### src/rtl/spi_frame_sequencer_if.sv
// spi_frame_sequencer_if: downstream sample stream (valid/ready) of spi_frame_sequencer.
interface spi_frame_sequencer_if;
    logic [15:0] sample_out;
    logic        sample_valid;
    logic        sample_ready;
    modport master (output sample_out, sample_valid, input sample_ready);
    modport slave (input sample_out, sample_valid, output sample_ready);
endinterface

### src/rtl/spi_frame_sequencer.sv
// spi_frame_sequencer: drives fixed ADC SPI frames and queues one captured sample per period.
// Define SPI_SIGNED_CONV_EN to invert bit 15 at capture (offset-binary to two's complement).
module spi_frame_sequencer #(
    parameter int FRAME_LEN = 32,
    parameter int PERIOD = 64,
    parameter int DEPTH = 4
) (
    input  logic                    serial_clk,
    input  logic                    reset,
    input  logic                    enable,
    output logic                    chip_select,
    input  logic [15:0]             rx_data,
    input  logic                    clear_overrun,
    output logic                    overrun,
    output logic [$clog2(DEPTH):0]  fill_level,
    spi_frame_sequencer_if.master   smp
);
    localparam int CW = $clog2(PERIOD);
    localparam int AW = $clog2(DEPTH);
    localparam logic [AW:0] FULL_LVL = (AW+1)'(DEPTH);
    typedef enum logic {IDLE, RUN} state_t;
    state_t state, state_n;
    logic [CW-1:0] cnt, cnt_n;
    logic cs_n, wrap, push, pop, full, accept, drop;
    logic [15:0] push_data, last_out;
    logic [15:0] mem [DEPTH];
    logic [AW-1:0] wr_ptr, rd_ptr;
    assign wrap = cnt == CW'(PERIOD - 1);
    // chip_select is registered, so it is derived from the next state/count
    always_comb begin
        state_n = state;
        cnt_n = '0;
        if (state == IDLE) begin
            state_n = enable ? RUN : IDLE;
        end else begin
            cnt_n = wrap ? '0 : cnt + CW'(1);
            state_n = (wrap && !enable) ? IDLE : RUN;
        end
        cs_n = !(state_n == RUN && cnt_n < CW'(FRAME_LEN));
    end
`ifdef SPI_SIGNED_CONV_EN
    assign push_data = {~rx_data[15], rx_data[14:0]};
`else
    assign push_data = rx_data;
`endif
    assign push = state == RUN && cnt == CW'(FRAME_LEN);
    assign full = fill_level == FULL_LVL;
    assign smp.sample_valid = fill_level != '0;
    assign pop = smp.sample_valid && smp.sample_ready;
    assign accept = push && (!full || pop);
    assign drop = push && full && !pop;
    // last_out keeps the most recently popped sample visible while empty
    assign smp.sample_out = smp.sample_valid ? mem[rd_ptr] : last_out;
    always_ff @(posedge serial_clk or negedge reset) begin
        if (!reset) begin
            state <= IDLE;
            cnt <= '0;
            chip_select <= 1'b1;
            wr_ptr <= '0;
            rd_ptr <= '0;
            fill_level <= '0;
            overrun <= 1'b0;
            last_out <= '0;
        end else begin
            state <= state_n;
            cnt <= cnt_n;
            chip_select <= cs_n;
            if (accept)
                wr_ptr <= wr_ptr + AW'(1);
            if (pop) begin
                rd_ptr <= rd_ptr + AW'(1);
                last_out <= mem[rd_ptr];
            end
            if (accept && !pop)
                fill_level <= fill_level + 1'b1;
            else if (pop && !accept)
                fill_level <= fill_level - 1'b1;
            if (drop)
                overrun <= 1'b1;
            else if (clear_overrun)
                overrun <= 1'b0;
        end
    end
    always_ff @(posedge serial_clk) begin
        if (accept)
            mem[wr_ptr] <= push_data;
    end
endmodule

### src/flat_wrapper.sv
// flat-port wrapper written by rule: the top's interface ports become plain ports
module spi_frame_sequencer_flat 
#(
    parameter int FRAME_LEN = 32,
    parameter int PERIOD = 64,
    parameter int DEPTH = 4
)
  (serial_clk, reset, enable, chip_select, rx_data, clear_overrun, overrun, fill_level, smp_sample_out, smp_sample_valid, smp_sample_ready);
  spi_frame_sequencer_if smp_i ();
  input  logic serial_clk;
  input  logic reset;
  input  logic enable;
  output logic chip_select;
  input  logic [15:0] rx_data;
  input  logic clear_overrun;
  output logic overrun;
  output logic [$clog2(DEPTH):0] fill_level;
  output wire logic [$bits(smp_i.sample_out)-1:0] smp_sample_out;
  output wire logic [$bits(smp_i.sample_valid)-1:0] smp_sample_valid;
  input wire logic [$bits(smp_i.sample_ready)-1:0] smp_sample_ready;
  assign smp_sample_out = smp_i.sample_out;
  assign smp_sample_valid = smp_i.sample_valid;
  assign smp_i.sample_ready = smp_sample_ready;
  spi_frame_sequencer #(.FRAME_LEN(FRAME_LEN), .PERIOD(PERIOD), .DEPTH(DEPTH)) u_core (.serial_clk(serial_clk), .reset(reset), .enable(enable), .chip_select(chip_select), .rx_data(rx_data), .clear_overrun(clear_overrun), .overrun(overrun), .fill_level(fill_level), .smp(smp_i));
endmodule
### config.mk
export PLATFORM = sky130hd
export DESIGN_NAME = spi_frame_sequencer_flat
export DESIGN_NICKNAME = d
export VERILOG_FILES = /design/src/rtl/spi_frame_sequencer_if.sv /design/src/rtl/spi_frame_sequencer.sv /design/src/flat_wrapper.sv
export SDC_FILE = /design/constraint.sdc
export NUM_CORES = 1
export LEC_CHECK = 0
export ABC_AREA = 1
export CORE_UTILIZATION = 31
export CTS_CLUSTER_DIAMETER = 200
export CTS_CLUSTER_SIZE = 28
export DETAILED_ROUTE_END_ITERATION = 8
export PLACE_DENSITY = 0.6
export SETUP_SLACK_MARGIN = 0.3
export SLEW_MARGIN = 20
export SYNTH_ARGS = -nofsm -noshare
export SYNTH_HDL_FRONTEND = slang
export SYNTH_SLANG_ARGS = --single-unit
### constraint.sdc
create_clock -name serial_clk -period 6.3 [get_ports serial_clk]
set_clock_uncertainty 0.1 [all_clocks]
set_input_delay 1.26 -clock serial_clk [delete_from_list [all_inputs] [get_ports serial_clk]]
set_output_delay 1.26 -clock serial_clk [all_outputs]
set_load 0.02 [all_outputs]
# Word level (Yosys, flattened, before mapping)
# Memories as Yosys holds them, arrays and structs flattened.
# Cells that the tools add are included.
[totals]
reg_bits = 32
ram_bits = 64
input_bits = 21
output_inout_bits = 22
wordCells = 48
memories = 1
[op_classes]
addsub = 5
n_lt_le_gt_ge = 1
eq_ne = 3
muxes = 12
reduce_logical = 18
[mem_list]
columns = ["name", "words", "word_bits", "rd", "rd_ports_with_merged_regs", "write_ports", "line_no", "text"]
rows = [
  ["u_core.mem", 4, 16, 1, 0, 1, "spi_frame_sequencer.sv:26", "logic [15:0] mem [DEPTH];"],
]
[ops]
columns = ["cell", "n"]
rows = [
  ["2-to-1 mux 16 bit", 1],
  ["== test 6 bit, second input constant", 2],
  ["2-to-1 mux 6 bit", 2],
  ["logical AND 1 bit", 9],
  ["2-to-1 mux 1 bit", 7],
  ["adder 6 x 1 -> 6 bit, second input constant", 1],
  ["< comparator 6 bit, second input constant", 1],
  ["2-to-1 mux 3 bit", 2],
  ["zero test 1 bit", 5],
  ["adder 2 x 1 -> 2 bit, second input constant", 2],
  ["nonzero test 2 bit", 2],
  ["adder 3 x 1 -> 3 bit, second input constant", 1],
  ["== test 3 bit, second input constant", 1],
  ["nonzero test 3 bit", 1],
  ["subtractor 3 x 1 -> 3 bit, second input constant", 1],
  ["logical OR 1 bit", 1],
]

# Logic depth before layout (Yosys ltp)
# Gate-level depths: netlist of run 1.
[logic_depth]
word_depth = 8
mapped_depth = 13
depth_no_buf = 13

# Least setup slack after synthesis of run 1
# OpenSTA, ideal clock, no wires.
[synth_path]
kind = "input-to-reg"
from = "input smp_sample_ready"
to = "register u_core.fill_level[1]"
setup_ns = 0.125
arrival_time_ns = 2.498
required_time_ns = 6.075
setup_slack_ns = 3.577
cell_stages = 8
n_path_buf = 0
cell_sequence = "nor2_1 > nand2_2 > nand3_4 > inv_2 > ha_1 > inv_1 > fa_1 > mux2_2"
[synth_between]
elab_chain_cells = 6
elab_cells_between_ends = 9
classes_between = "1 x mux; 8 x reduce/logical"
[synth_lines]
columns = ["element", "line_no", "text"]
rows = [
  ["start: declaration", "flat_wrapper.sv:20", "input wire logic [$bits(smp_i.sample_ready)-1:0] smp_sample_ready;"],
  ["logical AND 1 bit *", "spi_frame_sequencer.sv:49", "assign pop = smp.sample_valid && smp.sample_ready;"],
  ["logical OR 1 bit *", "spi_frame_sequencer.sv:50", "assign accept = push && (!full || pop);"],
  ["logical AND 1 bit *", "spi_frame_sequencer.sv:50", ""],
  ["net u_core.accept", "spi_frame_sequencer.sv:24", "logic cs_n, wrap, push, pop, full, accept, drop;"],
  ["zero test 1 bit", "spi_frame_sequencer.sv:76", "else if (pop && !accept)"],
  ["logical AND 1 bit", "spi_frame_sequencer.sv:76", ""],
  ["nonzero test 2 bit (no source line)", "--", ""],
  ["end signal: assignment", "spi_frame_sequencer.sv:75", "fill_level <= fill_level + 1'b1;"],
  ["end signal: assignment", "spi_frame_sequencer.sv:77", "fill_level <= fill_level - 1'b1;"],
  ["end: declaration", "spi_frame_sequencer.sv:15", "output logic [$clog2(DEPTH):0] fill_level,"],
]
# The timed path passes the listed nets; every way through them passes the cells marked *.
# A chain may end at the register's enable or synchronous reset.

# Final worst setup path of run 1
[layout_path]
from = "register u_core.rd_ptr[1]"
to = "output smp_sample_out[14]"
[layout_between]
elab_chain_cells = 2
[layout_lines]
columns = ["element", "line_no", "text"]
rows = [
  ["start: declaration", "spi_frame_sequencer.sv:27", "logic [AW-1:0] wr_ptr, rd_ptr;"],
  ["start signal: assignment", "spi_frame_sequencer.sv:71", "rd_ptr <= rd_ptr + AW'(1);"],
  ["memory read (4 x 16 bit)", "--", ""],
  ["2-to-1 mux 16 bit", "spi_frame_sequencer.sv:53", "assign smp.sample_out = smp.sample_valid ? mem[rd_ptr] : last_out;"],
  ["end: declaration", "flat_wrapper.sv:18", "output wire logic [$bits(smp_i.sample_out)-1:0] smp_sample_out;"],
]
# No other way between the ends.

==> qor.csv, run 1 <==
stage;metric;value;unit
synthesis;synth-seq-cells;96;
timing;setup-tns-final;0;ns
drt;drt_iter0_markers;170;
drt;drt-vias-per-instance;4.33;
timing;min_period;3.92;ns
synthesis;synth-simple-area-share;0.192;
layout;fin_cells;592;
drt;drc;0;
layout;drive_above_1_share;0.119;
layout;multiInputGateArea;0.00120;mm2
timing;slew_headroom;0.558;
synthesis;synth_edf_count;64;
drt;ant_nets;0;
clocking;clk_latency;0.34;ns
layout;num_antenna_cells;0;
run_status;status;complete, no violations;
floorplan;pin_count;43;
worst_setup_path;end_kind;primary output;
synthesis;synth_top_cell_by_area;edfxtp_1;
placed_design;dp_slack;2.80;ns
clocking;cts_root_buf;clkbuf_16;
layout;layout.nets;444;
pwr;power.density;450;mW/mm2
worst_setup_path;slowest_delay;0.77;ns
drt;routedWlPerCell;13.1;um
clocking;numCtsBuffers;9;
placed_design;place_hpwl;5.17;mm
pwr;ir_drop;0.137;mV
synthesis;synth_mux_area_frac;0.00270;
grt;grt.overflow.total;0;
clocking;post-cts-setup-buffers;0;
synthesis;synth-compound-area-share;0.0559;
drt;dr.pass1.iters;4;
synthesis;synth_top_family_by_area;simple AND/OR/NAND/NOR gates;
synthesis;synthMostInstantiatedCell;nand2_1;
job;drv_cap;0;
placed_design;io_buffers;42;
drt;vias;2566;
clocking;path_clk_slew;0.07;ns
floorplan;dieArea;0.0139;mm2
worst_setup_path;crit_path_start_kind;register;
synthesis;yosys.area_share.adder;0.0258;
layout;syn2layout_area_growth;20.6;%
synthesis;syn-instance-count;372;
placed_design;dp.cells;576;
layout;nFillCells;1216;
synthesis;ys_types;29;
timing;hold_viol;0;
synthesis;synthFlopType;edfxtp_1;
synthesis;synthesis.area;0.00417;mm2
synthesis;synth_area_leaders;edfxtp_1, dfrtp_1, nand2_1, nand3_1, o21ai_2;
synthesis;yosysWarningCount;0;
pwr;p_total;2.26;mW
worst_setup_path;cp_slowest_cell;dfrtp_1;
clocking;cts_resized;0;
drt;wl;7.78;mm
worst_setup_path;crit_arrival;2.56;ns
synthesis;synthArstFlopShare;0.333;
timing;final_max_slew_viol_count;0;
clocking;postCtsHoldBufs;0;
timing;whs;0.380;ns
placed_design;gp_congestion;0.772;
timing;finalWorstSetupSlack;2.38;ns
clocking;cts.sinks;96;
worst_setup_path;startpoint;u_core.rd_ptr[1];
timing;fin_crit_sh;0.622;
synthesis;synth.avg_cell_area;11.2;um2
clocking;clockBufferDepth;2;
timing;setup_violations;0;
synthesis;yosysSeqAreaShare;0.654;
grt;antenna_found_initial;0;
worst_setup_path;crit_path_cell_trace;inv_2 -> nand3_1 -> nand2_1 -> o21ai_1 -> clkdlybuf4s50_1;
floorplan;die_w;118;um
grt;grt_max_degree;35;
synthesis;synth_common_cells;nand2_1, edfxtp_1, nand3_1;
worst_setup_path;r2r-start;u_core.cnt[0];
clocking;cts_max_level;3;
floorplan;core_area;0.0129;mm2
floorplan;start_util;0.324;
layout;regArea;0.00272;mm2
timing;tightest_slew;0.662;ns
hold_path;hold_class;register to register;
grt;grt_pass1_vias;2545;
synthesis;syn_nets;401;
worst_setup_path;cp_max_fo;17;
timing;fmax;0.255;GHz
grt;grt_pass1_wl;13.2;mm
worst_setup_path;required;4.94;ns
floorplan;die_h;118;um
worst_setup_path;crit_family;buffers and inverters;
pwr;leakagePower;1.98;nW
grt;grt_util_all_layers;0.122;
worst_setup_path;critPathKind;register to primary output;
clocking;cts_tree;done;
hold_path;hold_path_startpoint;u_core.last_out[6];
floorplan;rows;41;
timing;grt_setup_unrepaired;false;
synthesis;synth-xor-area-share;0.0126;
synthesis;synth_top_area_frac;0.461;
worst_setup_path;crit_buf_inv;2;
placed cells by master, fill, tap and decap left out, types with 9 or more instances in the layout:
| master | n |
|---|---|
| nand2_1 | 130 |
| edfxtp_1 | 64 |
| clkdlybuf4s50_1 | 42 |
| nand3_1 | 36 |
| dfrtp_1 | 31 |
| inv_1 | 17 |
| o21ai_1 | 17 |
| nor2_1 | 16 |
| o21ai_2 | 15 |
| clkbuf_16 | 9 |
flip-flops by register name (all words and copies together), names as in the netlist:
signal              flops
u_core.cnt              6
u_core.state            1
u_core.fill_level       3
u_core.rd_ptr           2
u_core.last_out        16
u_core.chip_select      1
u_core.overrun          1
u_core.mem             64
u_core.wr_ptr           2
through the flow:
stage                      util  instance area [um2]
after CTS                 0.390                 5020
after floorplan               -                 4170
after global placement    0.365                 4700
final                     0.390                 5020
after detailed placement  0.365                 4700
after global routing      0.390                 5020
power breakdown:
| group | total (mW) | switching [mW] | internal (mW) |
|---|---|---|---|
| Combinational | 0.869 | 0.521 | 0.348 |
| Clock | 0.587 | 0.235 | 0.352 |
| Sequential | 0.805 | 0.0617 | 0.743 |
layer usage:
| layer | up-vias | part of all wire | GRT usage |
|---|---|---|---|
| li1 | 1326 | - | - |
| met2 | 49 | 0.45 | 0.186 |
| met3 | 12 | 0.034 | 0.0218 |
| met4 | 0 | 0.023 | 0.0649 |
| met5 | - | 0 | 0 |
| met1 | 1179 | 0.49 | 0.166 |
cells by family (layout without fill, tap and decap cells):
family	Yosys count	after routing
DFF	96	96
muxes	1	1
and+or+nand+nor	188	188
xor gates and xnor gates	6	6
AOI/OAI and AO/OA	35	35
buffers and inverters	38	86
adders and majority gates	8	8
worst paths after layout:
kind	end	slack (ns)	cells past startpoint
min in group asynchronous	u_core.fill_level[0]	1.22	2
hold reg to reg	u_core.last_out[6]	0.38	2
hold / removal	u_core.last_out[6]	0.38	2
setup / recovery	smp_sample_out[14]	2.38	5
max in group asynchronous	u_core.chip_select	4.54	2
setup reg to reg	u_core.fill_level[2]	4.08	13
layout make-up:
| class | instances | share of cell area |
|---|---|---|
| multi-input cells | 238 | 0.240 |
| flip-flops and latches | 96 | 0.542 |
| clock inverters | 7 | 0.0199 |
| inverters | 22 | 0.0179 |
| clock buffers | 9 | 0.0448 |
| repair buffers | 48 | 0.0926 |
| well taps | 172 | 0.0428 |
tightest hold or removal path: stages (launching register included):
cell and delay (ns):
dfrtp_1 0.34, nand2_1 0.06, o21ai_2 0.05
Note: power is estimated with default switching activity, not from simulation.
==> inputs of run 2 (changes only) <==
clock period = 4.1 ns   (was 6.3 ns; I/O delays follow)
==> run 2 against run 1 <==
Design area down 0.62%. Die area unchanged. Critical path depth is the same. Sequential power is 57% higher. Final cell count rose by 0.17%. Global-route usage is 0.43 points higher. Total power rose by 49%. Critical path type unchanged. Largest power group unchanged.
==> qor.csv, run 2 (synthesis gave the netlist of run 1 again) <==
stage;metric;value;unit
run_status;status;complete, no violations;
pwr;leakagePower;1.97;nW
layout;largest_reg_flops;64;
floorplan;die_h;118;um
layout;num_antenna_cells;0;
timing;slew_headroom;0.514;
timing;finalWorstSetupSlack;0.600;ns
layout;multiInputGateArea;0.00120;mm2
grt;grt.overflow.total;0;
worst_setup_path;crit_arrival;2.58;ns
floorplan;dieArea;0.0139;mm2
layout;layout.nets;445;
floorplan;rows;41;
placed_design;dp_slack;1.01;ns
clocking;cts_resized;0;
layout;regMostFlops;u_core.mem;
timing;grt_setup_unrepaired;false;
placed_design;dp.cells;577;
layout;syn2layout_area_growth;19.8;%
layout;reg_top3;u_core.mem (64), u_core.last_out (16), u_core.cnt (6);
timing;fmax;0.286;GHz
clocking;cts_root_buf;clkbuf_16;
timing;tightest_slew;0.729;ns
clocking;cts_tree;done;
layout;layout_commonest_cell;nand2_1;
grt;antenna_found_initial;0;
grt;grt_max_degree;35;
grt;grt_pass1_vias;2604;
drt;ant_nets;0;
drt;drt_iter0_markers;108;
timing;min_period;3.50;ns
timing;fin_crit_sh;0.854;
layout;regArea;0.00272;mm2
worst_setup_path;slowest_delay;0.82;ns
worst_setup_path;critPathKind;register to primary output;
floorplan;core_area;0.0129;mm2
worst_setup_path;crit_path_start_kind;register;
timing;hold_viol;0;
grt;grt_util_all_layers;0.127;
layout;fin_util;0.388;
timing;final_max_slew_viol_count;0;
clocking;numCtsBuffers;9;
placed_design;gp_congestion;0.708;
drt;wl;8.11;mm
clocking;cts.sinks;96;
timing;setup-tns-final;0;ns
clocking;clockBufferDepth;2;
worst_setup_path;cp_max_fo;17;
drt;vias;2621;
drt;drt-vias-per-instance;4.42;
layout;drive_above_1_share;0.124;
clocking;postCtsHoldBufs;0;
placed_design;place_hpwl;5.30;mm
pwr;power.density;676;mW/mm2
worst_setup_path;crit_path_cell_trace;inv_2 -> nand3_1 -> nand2_1 -> o21ai_1 -> clkdlybuf4s50_1;
worst_setup_path;cp_slowest_cell;dfrtp_1;
layout;fin_cells;593;
placed_design;io_buffers;42;
clocking;clk_latency;0.34;ns
drt;routedWlPerCell;13.7;um
layout;layout_common_cells;nand2_1, edfxtp_1, clkdlybuf4s50_1;
layout;nFillCells;1234;
worst_setup_path;end_kind;primary output;
timing;setup_violations;0;
drt;drc;0;
floorplan;die_w;118;um
hold_path;hold_class;primary input to asynchronous set/reset pin;
floorplan;pin_count;43;
timing;whs;0.341;ns
worst_setup_path;required;3.18;ns
floorplan;start_util;0.324;
drt;dr.pass1.iters;4;
clocking;post-cts-setup-buffers;0;
clocking;path_clk_slew;0.07;ns
pwr;ir_drop;0.269;mV
grt;grt_pass1_wl;13.6;mm
clocking;cts_max_level;3;
job;drv_cap;0;
## run 2: cell count changes in the layout (fill, tap and decap cells not counted)
cell | before | now
bufinv_16 | 2 | 0
buf_2 | 0 | 1
buf_4 | 6 | 7
clkdlybuf4s50_1 | 42 | 41
clkinv_8 | 0 | 1
clkinvlp_4 | 0 | 1
inv_6 | 4 | 3
inv_8 | 0 | 1
## run 2: metal layers
layer / up-vias / part of all wire / routed length [um] / global-route usage
li1: 1325 / - / - / -
met1: 1234 / 0.50 / 4020 / 0.171
met2: 54 / 0.46 / 3710 / 0.195
met3: 8 / 0.034 / 274 / 0.0339
met4: 0 / 0.013 / 109 / 0.0449
met5: - / 0 / 0 / 0
## run 2: critical path, delay by kind of cell (launching register included)
kind,cells,cell delay [ns]
buffers and inverters,2,0.97
flip-flops,1,0.82
AND/OR/NAND/NOR,2,0.29
AO/OA/AOI/OAI,1,0.16
## run 2: final timing paths
kind / startpoint / end / slack, ns / cells after the start
max: u_core.rd_ptr[1] / smp_sample_out[7] / 0.60 / 5
min: reset / u_core.fill_level[2] / 0.34 / 1
max reg2reg: u_core.cnt[0] / u_core.fill_level[1] / 1.86 / 10
min reg2reg: u_core.last_out[15] / u_core.last_out[15] / 0.38 / 2
max in group asynchronous: reset / u_core.last_out[5] / 3.03 / 2
min in group serial_clk: u_core.last_out[15] / u_core.last_out[15] / 0.38 / 2
## run 2: final cells by class
type,count,share of cell area
Sequential cell,96,0.545
Multi-Input combinational cell,238,0.241
Timing Repair Buffer,49,0.0937
Clock buffer,9,0.0451
Tap cell,172,0.0431
Inverter,22,0.0180
Clock inverter,7,0.0133
## run 2: metrics by stage
| step | power [mW] | instance area, um2 |
|---|---|---|
| 4_1_cts | 3.42 | 5000 |
| 2_1_floorplan | 2.19 | 4170 |
| 6_report | 3.38 | 4990 |
| 3_3_place_gp | 2.59 | 4710 |
| 5_1_grt | 3.59 | 4990 |
| 3_5_place_dp | 2.61 | 4710 |
## run 2: where the power goes
group | total, mW | internal [mW] | leakage (nW) | switching, mW
Clock | 0.805 | 0.425 | 0.141 | 0.380
Combinational | 1.31 | 0.536 | 0.875 | 0.773
Sequential | 1.26 | 1.14 | 0.954 | 0.122
Total | 3.38 | 2.10 | 1.97 | 1.28
==> inputs of run 3 (changes only) <==
CAP_MARGIN = 20   (was default)
==> results of run 3 <==
No change in the layout: final DEF, timing and power equal those of run 2.
==> variant (flow settings as in run 1) <==
`PERIOD` is set to 64 in 2 places; all go to 128.
--- a/src/rtl/spi_frame_sequencer.sv
+++ b/src/rtl/spi_frame_sequencer.sv
@@ -3,5 +3,5 @@
 module spi_frame_sequencer #(
     parameter int FRAME_LEN = 32,
-    parameter int PERIOD = 64,
+    parameter int PERIOD = 128,
     parameter int DEPTH = 4
 ) (
--- a/src/flat_wrapper.sv
+++ b/src/flat_wrapper.sv
@@ -3,5 +3,5 @@
 #(
     parameter int FRAME_LEN = 32,
-    parameter int PERIOD = 64,
+    parameter int PERIOD = 128,
     parameter int DEPTH = 4
 )
Formal check against the unedited RTL: same outputs for any inputs over 10 cycles, from zero or initial values and one cycle with reset low; that may be too few to reach the edited logic, so the function may still have changed.
==> variant against run 1 <==
Final cell count grew 0.51%. Die area grew 1.4%. Synthesized cell count grew 0.54%. Sequential cell count grew 1. Power shrank 0.43%. Fmax shrank 2.7%. Routed wire length grew 1.8%. Synthesized area grew 1.4%. Setup slack lost 0.11 ns. Design area grew 1.0%. Count of clock-buffer cells in the layout grew 1. Highest routed layer unchanged.
==> variant: results (changes against run 1) <==
| Metric | Value |
|---|---|
| Layout cells sized above 1 | 13.13% (+1.2 points) |
| Peak Freq | 248.0 MHz (-2.7%) |
| Hold path startpoint | u_core.last_out[10]$_DFFE_PN0N_ |
| Dominant cells by area after synthesis | edfxtp_1, dfrtp_1, nand2_1 |
| First-pass GRT wire length | 13160 um (-0.16%) |
| DP HPWL | 5542 um (+7.1%) |
| Initial antenna violation count | 0 (unchanged) |
| Port Buf Inserts | 42 (unchanged) |
| Max Buffers Root-to-Sink | 2 (unchanged) |
| Number of global-route vias before repair | 2415 (-5.1%) |
| Overall routed net length | 7918 um (+1.8%) |
| Post-synth EDFFs | 64 (unchanged) |
| Status | finished, final reports clean |
| Arrival time worst endpoint | 2.67 ns (+0.11 ns) |
| Reg clk slew, reported paths | 0.07 ns (about the same) |
| Worst hold path cell count | 2 (unchanged) |
| Fillcell total | 1265 (+4.0%) |
| FF-to-FF path depth | 12 (-1) |
| GRT Util Overall | 12.30% (+0.067 points) |
| Worst r2r dst | u_core.fill_level[2]$_DFFE_PN0P_ |
| Clk root buf | clkbuf_16 |
| Post-synth ARST share | 34.02% (+0.69 points) |
| Register area share after synthesis | 65.04% (-0.34 points) |
| Switching share of power | 35.78% (-0.39 points) |
| Largest regs | u_core.mem: 64 flops, u_core.last_out: 16 flops, u_core.cnt: 7 flops |
| # H-tree levels | 3 (unchanged) |
| Yosys cell types | 29 (unchanged) |
| Routability cong. | 0.7755 (+0.51%) |
| Syn Nets | 403 (+0.50%) |
| # diodes | 0 (unchanged) |
| # nets final | 443 (-0.23%) |
| Maximum VDD drop | 138.9 uV (+1.5%) |
| Register-to-register setup slack | 4.02 ns (-0.06 ns) |
| Via density | 4.398 (+1.5%) |
| Worst hold endpoint | u_core.last_out[10]$_DFFE_PN0N_ |
| Top cells by count, synth | nand2_1, edfxtp_1, nand3_1 |
| Yosys top cell by area | edfxtp_1 |
| DR pass1 iterations | 4 (unchanged) |
| Clock latency on the worst-skew pair | 0.34 ns (about the same) |
| Crit Path Max Fanout | 34 (+17) |
| Drt first-iter violations | 294 (+73%) |
| Slew margin rel. | 33.05% (-23 points) |
| RR Startpoint | u_core.cnt[0]$_DFF_PN0_ |
| Slowest stage delay, CP | 1.00 ns (+0.23 ns) |
| P_leak | 1.956 nW (-1.4%) |
## variant: worst max-delay path by stage
stage	start	end	depth (start not counted)
5_1_grt	u_core.rd_ptr[0]$_DFFE_PN0N_	smp_sample_out[13]	6
2_1_floorplan	smp_sample_ready	u_core.fill_level[1]$_DFFE_PN0P_	8
6_report	u_core.rd_ptr[0]$_DFFE_PN0N_	smp_sample_out[3]	6
4_1_cts	u_core.rd_ptr[0]$_DFFE_PN0N_	smp_sample_out[3]	6
3_3_place_gp	smp_sample_ready	u_core.mem[1][11]$_DFFE_PP_	5
3_5_place_dp	smp_sample_ready	u_core.mem[1][11]$_DFFE_PP_	5
## variant: power by group through the flow
stage | registers (W) | logic (W) | clock network [W]
finish | 0.000844 | 0.000828 | 0.000579
global route | 0.000859 | 0.000920 | 0.000617
CTS | 0.000845 | 0.000842 | 0.000590
detailed placement | 0.000858 | 0.000839 | 0
global placement | 0.000851 | 0.000830 | 0
floorplan | 0.000815 | 0.000612 | 0
## variant: area by class of cell
type                            instances  share of cell area [%]
Sequential cell                        97                   54.14
Multi-Input combinational cell        240                   24.84
Timing Repair Buffer                   45                   8.724
Clock buffer                           10                   4.510
Tap cell                              176                   4.337
Clock inverter                          6                   1.824
Inverter                               21                   1.626
## variant: through the flow
stage	area, um2	setup slack [ns]	utilization, %	hold slack, ns	std cells
after floorplan	4227	3.521	-	0.3456	374
after global placement	4751	2.688	35.73	0.3643	579
after detailed placement	4751	2.591	35.73	0.3676	579
after CTS	5072	2.232	38.15	0.3839	595
after global routing	5077	1.986	38.19	0.4029	595
final	5077	2.269	38.19	0.3814	595
## variant: per-layer routing
| metal | vias up | GRT usage (%) | wire length [um] | part of all wire [%] |
|---|---|---|---|---|
| met3 | 2 | 4.247 | 490 | 6.2 |
| met2 | 69 | 16.48 | 3339 | 42 |
| met1 | 1212 | 18.05 | 4049 | 51 |
| li1 | 1334 | - | - | - |
| met4 | 0 | 4.509 | 39 | 0.49 |
| met5 | - | 0 | 0 | 0 |
## variant: critical path, delay by kind of cell (launching register included)
family / cells / cell delay, ns
flops: 1 / 1.00
buf+inv: 2 / 0.88
simple gates: 3 / 0.34
compound gates: 1 / 0.09
## variant: cell families (layout without fill, tap and decap cells)
| logic type | count (synthesis) | after routing | synth area share (%) |
|---|---|---|---|
| adders and majority gates | 8 | 8 | 2.546 |
| and+or+nand+nor | 186 | 186 | 19.51 |
| xor gates and xnor gates | 6 | 6 | 1.243 |
| muxes | 1 | 1 | 0.2664 |
| DFF | 97 | 97 | 65.04 |
| buffers and inverters | 37 | 82 | 5.239 |
| AOI/OAI and AO/OA | 39 | 39 | 6.157 |
